[src/rtl/risc16_pkg.sv]
// -----------------------------------------------------------------------------
// risc16_pkg
// Shared definitions for the RISC-16 ALU sequencing logic.
//   - DATA_W / REG_AW / OP_W : datapath, register-address and opcode widths
//   - OP_*                   : ALU opcode encodings (0x0 NOP .. 0xB DEC)
//   - alu_seq_state_t        : sequencer FSM state encoding
//   - is_alu_op / is_illegal_op : opcode classification helpers
// -----------------------------------------------------------------------------
package risc16_pkg;

   localparam int unsigned DATA_W = 16;
   localparam int unsigned REG_AW = 4;
   localparam int unsigned OP_W   = 4;

   localparam logic [OP_W-1:0] OP_NOP = 4'h0;
   localparam logic [OP_W-1:0] OP_ADD = 4'h1;
   localparam logic [OP_W-1:0] OP_SUB = 4'h2;
   localparam logic [OP_W-1:0] OP_MUL = 4'h3;
   localparam logic [OP_W-1:0] OP_AND = 4'h4;
   localparam logic [OP_W-1:0] OP_OR  = 4'h5;
   localparam logic [OP_W-1:0] OP_XOR = 4'h6;
   localparam logic [OP_W-1:0] OP_NOT = 4'h7;
   localparam logic [OP_W-1:0] OP_SHL = 4'h8;
   localparam logic [OP_W-1:0] OP_SHR = 4'h9;
   localparam logic [OP_W-1:0] OP_INC = 4'hA;
   localparam logic [OP_W-1:0] OP_DEC = 4'hB;

   typedef enum logic [1:0] {
      ST_IDLE = 2'd0,
      ST_OPND = 2'd1,
      ST_EXEC = 2'd2,
      ST_WB   = 2'd3
   } alu_seq_state_t;

   // Opcodes that run through OPND/EXEC/WB.
   function automatic logic is_alu_op(input logic [OP_W-1:0] op);
      return (op >= OP_ADD) && (op <= OP_DEC);
   endfunction

   // Opcodes above DEC are accepted but only raise the illegal pulse.
   function automatic logic is_illegal_op(input logic [OP_W-1:0] op);
      return op > OP_DEC;
   endfunction

endpackage

[src/rtl/alu_sequencer_if.sv]
// -----------------------------------------------------------------------------
// alu_sequencer_if
// Instruction handshake between decode (master) and the ALU sequencer (slave).
//   instr_valid  : decode offers an instruction
//   instr_ready  : sequencer can accept this cycle
//   instr_opcode : ALU opcode
//   instr_rx     : source A / destination register
//   instr_ry     : source B register
// -----------------------------------------------------------------------------
interface alu_sequencer_if;
   import risc16_pkg::*;

   logic              instr_valid;
   logic              instr_ready;
   logic [OP_W-1:0]   instr_opcode;
   logic [REG_AW-1:0] instr_rx;
   logic [REG_AW-1:0] instr_ry;

   modport master (
      output instr_valid,
      output instr_opcode,
      output instr_rx,
      output instr_ry,
      input  instr_ready
   );

   modport slave (
      input  instr_valid,
      input  instr_opcode,
      input  instr_rx,
      input  instr_ry,
      output instr_ready
   );

endinterface

[src/rtl/alu_sequencer.sv]
// -----------------------------------------------------------------------------
// alu_sequencer
// Multi-cycle controller placed between instruction decode, the RISC-16 ALU
// and the register file. One instruction at a time: IDLE -> OPND -> EXEC -> WB.
// MUL stays in EXEC for MUL_CYCLES cycles, every other op for one.
//
// Parameters
//   MUL_CYCLES   : EXEC cycles for MUL (>= 1)
// Ports
//   clk, rst     : clock, synchronous active-high reset
//   instr_if     : instruction handshake (slave side)
//   rf_raddr_a/b : register file read addresses (rf_rdata_a/b combinational)
//   alu_*_value  : ALU operands, alu_opcode ALU op (NOP outside EXEC)
//   alu_out/carry/zero/parity : ALU result and flags
//   rf_we/waddr/wdata : register file writeback, one cycle in WB
//   flag_*       : architectural flags, updated on the edge leaving WB
//   busy         : FSM not in IDLE
//   illegal      : one-cycle pulse after accepting opcode 0xC..0xF
// -----------------------------------------------------------------------------
module alu_sequencer
   import risc16_pkg::*;
#(
   parameter int unsigned MUL_CYCLES = 3
) (
   input  logic              clk,
   input  logic              rst,
   alu_sequencer_if.slave    instr_if,
   output logic [REG_AW-1:0] rf_raddr_a,
   output logic [REG_AW-1:0] rf_raddr_b,
   input  logic [DATA_W-1:0] rf_rdata_a,
   input  logic [DATA_W-1:0] rf_rdata_b,
   output logic [DATA_W-1:0] alu_rx_value,
   output logic [DATA_W-1:0] alu_ry_value,
   output logic [OP_W-1:0]   alu_opcode,
   input  logic [DATA_W-1:0] alu_out,
   input  logic              alu_carry,
   input  logic              alu_zero,
   input  logic              alu_parity,
   output logic              rf_we,
   output logic [REG_AW-1:0] rf_waddr,
   output logic [DATA_W-1:0] rf_wdata,
   output logic              flag_carry,
   output logic              flag_zero,
   output logic              flag_parity,
   output logic              busy,
   output logic              illegal
);

   // Counter only needs to hold MUL_CYCLES-1.
   localparam int unsigned    CNT_W    = (MUL_CYCLES > 1) ? $clog2(MUL_CYCLES) : 1;
   localparam logic [CNT_W-1:0] MUL_LAST = CNT_W'(MUL_CYCLES - 1);

   alu_seq_state_t    r_state;
   alu_seq_state_t    w_state_nxt;
   logic              w_accept;
   logic              w_accept_alu;
   logic              w_exec_done;

   logic [OP_W-1:0]   r_opcode;
   logic [REG_AW-1:0] r_rx;
   logic [REG_AW-1:0] r_ry;
   logic [DATA_W-1:0] r_opa;
   logic [DATA_W-1:0] r_opb;
   logic [CNT_W-1:0]  r_cnt;
   logic [DATA_W-1:0] r_result;
   logic              r_res_carry;
   logic              r_res_zero;
   logic              r_res_parity;
   logic              r_flag_carry;
   logic              r_flag_zero;
   logic              r_flag_parity;
   logic              r_illegal;

   // ---------------------------------------------------------------------------
   // FSM state register
   // ---------------------------------------------------------------------------
   // NOTE: state is updated with non-blocking assignments so every flop in the
   // design samples the pre-edge values, independent of process ordering.
   always_ff @(posedge clk) begin
      if (rst) begin
         r_state <= ST_IDLE;
      end else begin
         r_state <= w_state_nxt;
      end
   end

   // ---------------------------------------------------------------------------
   // FSM next-state and control strobes
   // ---------------------------------------------------------------------------
   // NOTE: every signal gets a default before the case so no path leaves one
   // unassigned, which would otherwise infer a latch.
   always_comb begin
      w_state_nxt  = r_state;
      w_accept     = 1'b0;
      w_accept_alu = 1'b0;
      w_exec_done  = 1'b0;
      case (r_state)
         ST_IDLE: begin
            // rst needs no gating here: reset has priority in every flop.
            if (instr_if.instr_valid) begin
               w_accept = 1'b1;
               if (is_alu_op(instr_if.instr_opcode)) begin
                  w_accept_alu = 1'b1;
                  w_state_nxt  = ST_OPND;
               end
            end
         end
         ST_OPND: w_state_nxt = ST_EXEC;
         ST_EXEC: begin
            if (r_cnt == '0) begin
               w_exec_done = 1'b1;
               w_state_nxt = ST_WB;
            end
         end
         ST_WB:   w_state_nxt = ST_IDLE;
         default: w_state_nxt = ST_IDLE;
      endcase
   end

   // ---------------------------------------------------------------------------
   // Datapath registers
   // ---------------------------------------------------------------------------
   // NOTE: datapath registers are reset too, because every output they drive
   // must read 0 after reset, not just the FSM.
   always_ff @(posedge clk) begin
      if (rst) begin
         r_opcode      <= OP_NOP;
         r_rx          <= '0;
         r_ry          <= '0;
         r_opa         <= '0;
         r_opb         <= '0;
         r_cnt         <= '0;
         r_result      <= '0;
         r_res_carry   <= 1'b0;
         r_res_zero    <= 1'b0;
         r_res_parity  <= 1'b0;
         r_flag_carry  <= 1'b0;
         r_flag_zero   <= 1'b0;
         r_flag_parity <= 1'b0;
         r_illegal     <= 1'b0;
      end else begin
         r_illegal <= w_accept && is_illegal_op(instr_if.instr_opcode);

         // NOP/illegal are discarded, so the read addresses keep their value.
         if (w_accept_alu) begin
            r_opcode <= instr_if.instr_opcode;
            r_rx     <= instr_if.instr_rx;
            r_ry     <= instr_if.instr_ry;
         end

         // Operands are read here, before WB, so rx == ry needs no bypass.
         if (r_state == ST_OPND) begin
            r_opa <= rf_rdata_a;
            r_opb <= rf_rdata_b;
            r_cnt <= (r_opcode == OP_MUL) ? MUL_LAST : '0;
         end else if ((r_state == ST_EXEC) && !w_exec_done) begin
            r_cnt <= r_cnt - CNT_W'(1);
         end

         if (w_exec_done) begin
            r_result     <= alu_out;
            r_res_carry  <= alu_carry;
            r_res_zero   <= alu_zero;
            r_res_parity <= alu_parity;
         end

         if (r_state == ST_WB) begin
            r_flag_carry  <= r_res_carry;
            r_flag_zero   <= r_res_zero;
            r_flag_parity <= r_res_parity;
         end
      end
   end

   // ---------------------------------------------------------------------------
   // Outputs
   // ---------------------------------------------------------------------------
   assign instr_if.instr_ready = (r_state == ST_IDLE) && !rst;
   assign busy                 = (r_state != ST_IDLE);
   assign illegal              = r_illegal;

   assign rf_raddr_a   = r_rx;
   assign rf_raddr_b   = r_ry;
   assign alu_rx_value = r_opa;
   assign alu_ry_value = r_opb;
   // NOP outside EXEC keeps the ALU output at 0.
   assign alu_opcode   = (r_state == ST_EXEC) ? r_opcode : OP_NOP;

   // A reset landing in WB aborts the write: the RF samples on the same edge.
   assign rf_we    = (r_state == ST_WB) && !rst;
   assign rf_waddr = (r_state == ST_WB) ? r_rx     : '0;
   assign rf_wdata = (r_state == ST_WB) ? r_result : '0;

   assign flag_carry  = r_flag_carry;
   assign flag_zero   = r_flag_zero;
   assign flag_parity = r_flag_parity;

endmodule

[src/flat_wrapper.sv]
// flat-port wrapper written by rule: the top's interface ports become plain ports
module alu_sequencer_flat import risc16_pkg::*;
#(
   parameter int unsigned MUL_CYCLES = 3
)
  (clk, rst, rf_raddr_a, rf_raddr_b, rf_rdata_a, rf_rdata_b, alu_rx_value, alu_ry_value, alu_opcode, alu_out, alu_carry, alu_zero, alu_parity, rf_we, rf_waddr, rf_wdata, flag_carry, flag_zero, flag_parity, busy, illegal, instr_if_instr_valid, instr_if_instr_opcode, instr_if_instr_rx, instr_if_instr_ry, instr_if_instr_ready);
  alu_sequencer_if instr_if_i ();
  input  logic clk;
  input  logic rst;
  output logic [REG_AW-1:0] rf_raddr_a;
  output logic [REG_AW-1:0] rf_raddr_b;
  input  logic [DATA_W-1:0] rf_rdata_a;
  input  logic [DATA_W-1:0] rf_rdata_b;
  output logic [DATA_W-1:0] alu_rx_value;
  output logic [DATA_W-1:0] alu_ry_value;
  output logic [OP_W-1:0] alu_opcode;
  input  logic [DATA_W-1:0] alu_out;
  input  logic alu_carry;
  input  logic alu_zero;
  input  logic alu_parity;
  output logic rf_we;
  output logic [REG_AW-1:0] rf_waddr;
  output logic [DATA_W-1:0] rf_wdata;
  output logic flag_carry;
  output logic flag_zero;
  output logic flag_parity;
  output logic busy;
  output logic illegal;
  input wire logic [$bits(instr_if_i.instr_valid)-1:0] instr_if_instr_valid;
  input wire logic [$bits(instr_if_i.instr_opcode)-1:0] instr_if_instr_opcode;
  input wire logic [$bits(instr_if_i.instr_rx)-1:0] instr_if_instr_rx;
  input wire logic [$bits(instr_if_i.instr_ry)-1:0] instr_if_instr_ry;
  output wire logic [$bits(instr_if_i.instr_ready)-1:0] instr_if_instr_ready;
  assign instr_if_i.instr_valid = instr_if_instr_valid;
  assign instr_if_i.instr_opcode = instr_if_instr_opcode;
  assign instr_if_i.instr_rx = instr_if_instr_rx;
  assign instr_if_i.instr_ry = instr_if_instr_ry;
  assign instr_if_instr_ready = instr_if_i.instr_ready;
  alu_sequencer #(.MUL_CYCLES(MUL_CYCLES)) u_core (.clk(clk), .rst(rst), .instr_if(instr_if_i), .rf_raddr_a(rf_raddr_a), .rf_raddr_b(rf_raddr_b), .rf_rdata_a(rf_rdata_a), .rf_rdata_b(rf_rdata_b), .alu_rx_value(alu_rx_value), .alu_ry_value(alu_ry_value), .alu_opcode(alu_opcode), .alu_out(alu_out), .alu_carry(alu_carry), .alu_zero(alu_zero), .alu_parity(alu_parity), .rf_we(rf_we), .rf_waddr(rf_waddr), .rf_wdata(rf_wdata), .flag_carry(flag_carry), .flag_zero(flag_zero), .flag_parity(flag_parity), .busy(busy), .illegal(illegal));
endmodule
[config.mk]
export PLATFORM = sky130hd
export DESIGN_NAME = alu_sequencer_flat
export DESIGN_NICKNAME = d
export VERILOG_FILES = /design/src/rtl/risc16_pkg.sv /design/src/rtl/alu_sequencer_if.sv /design/src/rtl/alu_sequencer.sv /design/src/flat_wrapper.sv
export SDC_FILE = /design/constraint.sdc
export NUM_CORES = 1
export LEC_CHECK = 0
export CAP_MARGIN = 10
export CORE_UTILIZATION = 44
export DETAILED_ROUTE_END_ITERATION = 12
export PLACE_DENSITY = 0.86
export SYNTH_ARGS = -nofsm -noshare
export SYNTH_HDL_FRONTEND = slang
export SYNTH_SLANG_ARGS = --single-unit
[constraint.sdc]
create_clock -name clk -period 2.6 [get_ports clk]
set_clock_uncertainty 0.2 [all_clocks]
set_input_delay 0.65 -clock clk [delete_from_list [all_inputs] [get_ports clk]]
set_output_delay 0.65 -clock clk [all_outputs]
set_load 0.01 [all_outputs]
==> metrics.csv <==
stage,metric,value,unit
clock_tree,CTS tree,yes,
worst_setup_path,RR Startpoint,u_core.r_state[0],
job,# Max-Cap Violations,0,
synth,syn nets,385,
worst_setup_path,critical path required time,1.75,ns
sta,shortest period the worst path allows,2.54,ns
worst_setup_path,FF-to-FF End,u_core.r_cnt[1],
run_status,status,"complete, no violations",
clock_tree,Hold Buf Count CTS,0,
global_routing,gr ovfl total,0,
worst_setup_path,launch point of the worst path,u_core.r_state[1],
drt,Detailed Route Iter0 Violations,70,
synth,post-synthesis sequential area ratio,50.3,%
floorplan,Die X,82.2,um
floorplan,die area,6750,sq um
synth,Async SR Flop Fraction,0,%
sta,Final Hold Fails,0,
pwr,Pwr Density,805,nW/um^2
pwr,worst IR drop on VDD,0.678,mV
synth,ranking of synthesized cells by area,"dfxtp_1 50%, mux2i_1 13%, nand2_1 8.6%",
global_routing,initial antenna violation count,0,
drt,drt first pass iters,4,
placement,DPL Wire Length,4930,um
floorplan,Top Ports,137,
global_routing,All-Layer GR Usage,21.2,%
synth,"count leader, synth",dfxtp_1,
sta,Slew Limit Fails,0,
worst_setup_path,worst-path fanout max,18,
synth,mapped cell area,2830,sq um
sta,worst slew pin tran,0.774,ns
synth,synthesized instance count,313,
pwr,Leak,1.99,nW
drt,Wirelength per Cell,13.5,um
floorplan,Die Y-Extent,82.2,um
cells_and_area,nets@finish,518,
cells_and_area,fraction of layout cells with a size suffix above 1,9.09,%
global_routing,vias in the first global route,2331,
global_routing,GR Util met3,8.35,%
cells_and_area,Diodes inserted,0,
floorplan,core area,6060,sq um
clock_tree,CTS sink cnt,71,
worst_setup_path,critical path arrival,1.69,ns
floorplan,Cell Rows,28,
hold_path,hold path cells,2,
sta,Final period util,97.9,%
clock_tree,Clock Latency Late Sink,0.33,ns
worst_setup_path,startpoint class of the critical path,flip-flop,
synth,mean post-synth cell area,9.03,sq um
drt,DR vias/cell,4.76,
drt,total wire length,7090,um
clock_tree,clock buffer count from CTS,9,
floorplan,Starting Density,46.7,%
synth,Yosys reg bits,71,
sta,RSZ-0062 raised after global routing,true,
pwr,post-layout total power,3.62,mW
sta,TNS Setup,0,ns
global_routing,met2 usage,36.7,%
global_routing,largest net degree at the start of global routing,73,
worst_setup_path,CP Class,flip-flop to output port,
hold_path,hold_sp,u_core.r_result[9],
hold_path,hold crit path type,flip-flop to flip-flop,
synth,post-synth top area cell,dfxtp_1,
placement,input/output buffers,136,
synth,number of flops mapped to enable cells by yosys,0,
worst_setup_path,Worst setup EP type,output port,
clock_tree,Clock Tree Root,clkbuf_8,
cells_and_area,Area Overhead vs Synth,59.1,%
worst_setup_path,r2r worst-path depth,6,
drt,Final ANT Viol Nets,0,
clock_tree,Clock Path Buffers,2,
global_routing,first-pass GRT wire length,10600,um
global_routing,busiest grt layer,met2,
clock_tree,"Clk pin slew, worst setup/hold paths",0.07,ns
sta,Fmax,393,MHz
clock_tree,H-tree levels,3,
synth,Most used DFF post-synth,dfxtp_1,
synth,Syn. warnings,0,
synth,Synth top area share,50.3,%
synth,unique cell type count in the Yosys netlist,26,
drt,Residual DRC,0,
sta,relative slew slack,48.4,%
sta,endpoints failing setup,0,
placement,routability cong.,0.735,
drt,vias,2506,
hold_path,WHS Endpoint,u_core.r_result[9],
worst_setup_path,R2R setup slack,0.84,ns
global_routing,GRT met1 Usage,23.5,%
synth,Post-synth top cells,"71 x dfxtp_1, 65 x nand2_1, 37 x nor2_1",
==> critical path, cell delays in order (launching register included) <==
cell and delay [ns]:
dfxtp_4 0.37, ha_2 0.19, buf_8 0.14, and2_1 0.13
clkdlybuf4s50_1 0.53
==> cell type report <==
class                      instances  area (sq um)
fill                             439          1560
timing repair buffer             142          1460
sequential                        71          1430
multi-input combinational        217          1320
clock buffer                      11           151
tap                               75          93.8
clock inverter                     5          32.5
inverter                           5          18.8
==> registers in the layout (all words and copies together), names as in the netlist, 2 cells and up <==
register,cells
u_core.alu_rx_value,16
u_core.alu_ry_value,16
u_core.r_cnt,2
u_core.r_opcode,4
u_core.r_result,16
u_core.r_state,2
u_core.rf_raddr_a,4
u_core.rf_raddr_b,4
==> through the flow <==
step	setup slack, ns	hold WS (ns)	util (%)	std cells	cell area [sq um]
floorplan	0.465	0.232	-	313	2830
global placement	0.192	0.238	69.6	509	4220
detailed placement	0.142	0.244	69.6	509	4220
CTS	-0.00690	0.254	73.0	526	4420
global route	-0.0175	0.270	74.2	526	4500
finish	0.0552	0.249	74.2	526	4500
==> logic make-up after synthesis <==
logic type      share of synthesized area [%]
simple gates                             22.2
flops                                    50.3
compound gates                           7.70
mux                                      12.7
buf+inv                                  4.12
fa+ha+maj                                2.65
xor+xnor                                0.310
==> timing repair <==
item | CTS | global route
setup buffers | 1 | 0
resized for setup | 5 | 26
endpoints found under the setup margin | 23 | 25
==> worst max-delay path by stage <==
stage          cells after the start              endpoint
2_1_floorplan                      3  instr_if_instr_ready
3_3_place_gp                       5    u_core.r_opcode[1]
3_5_place_dp                       5    u_core.r_opcode[1]
4_1_cts                            5  instr_if_instr_ready
5_1_grt                            4           rf_wdata[2]
6_report                           4           rf_wdata[2]
==> layout by cell type (no fill, tap or decap), drive strengths merged, types with 2 or more instances in the layout <==
master | netlist | routed
a211oi | 2 | 2
nor2 | 37 | 37
nand2 | 65 | 65
nor2b | 2 | 2
clkinv | 0 | 2
mux2i | 36 | 36
clkdlybuf4s50 | 0 | 116
clkbuf | 10 | 11
dlymetal6s2s | 0 | 19
clkinvlp | 0 | 3
inv | 5 | 5
buf | 10 | 7
and2 | 25 | 25
dfxtp | 71 | 71
a21oi | 32 | 32
ha | 6 | 6
nand2b | 2 | 2
==> routing by layer <==
layer	vias to the layer above	wire length, um
li1	1280	-
met4	0	46
met3	4	567
met2	81	3610
met5	-	0
met1	1141	2870
==> where the power goes <==
part	internal (mW)	total, mW	switching [mW]
Clock	0.395	0.789	0.395
Sequential	1.31	1.43	0.118
Combinational	0.729	1.41	0.677
No activity file was read; power rests on OpenSTA's default activity.
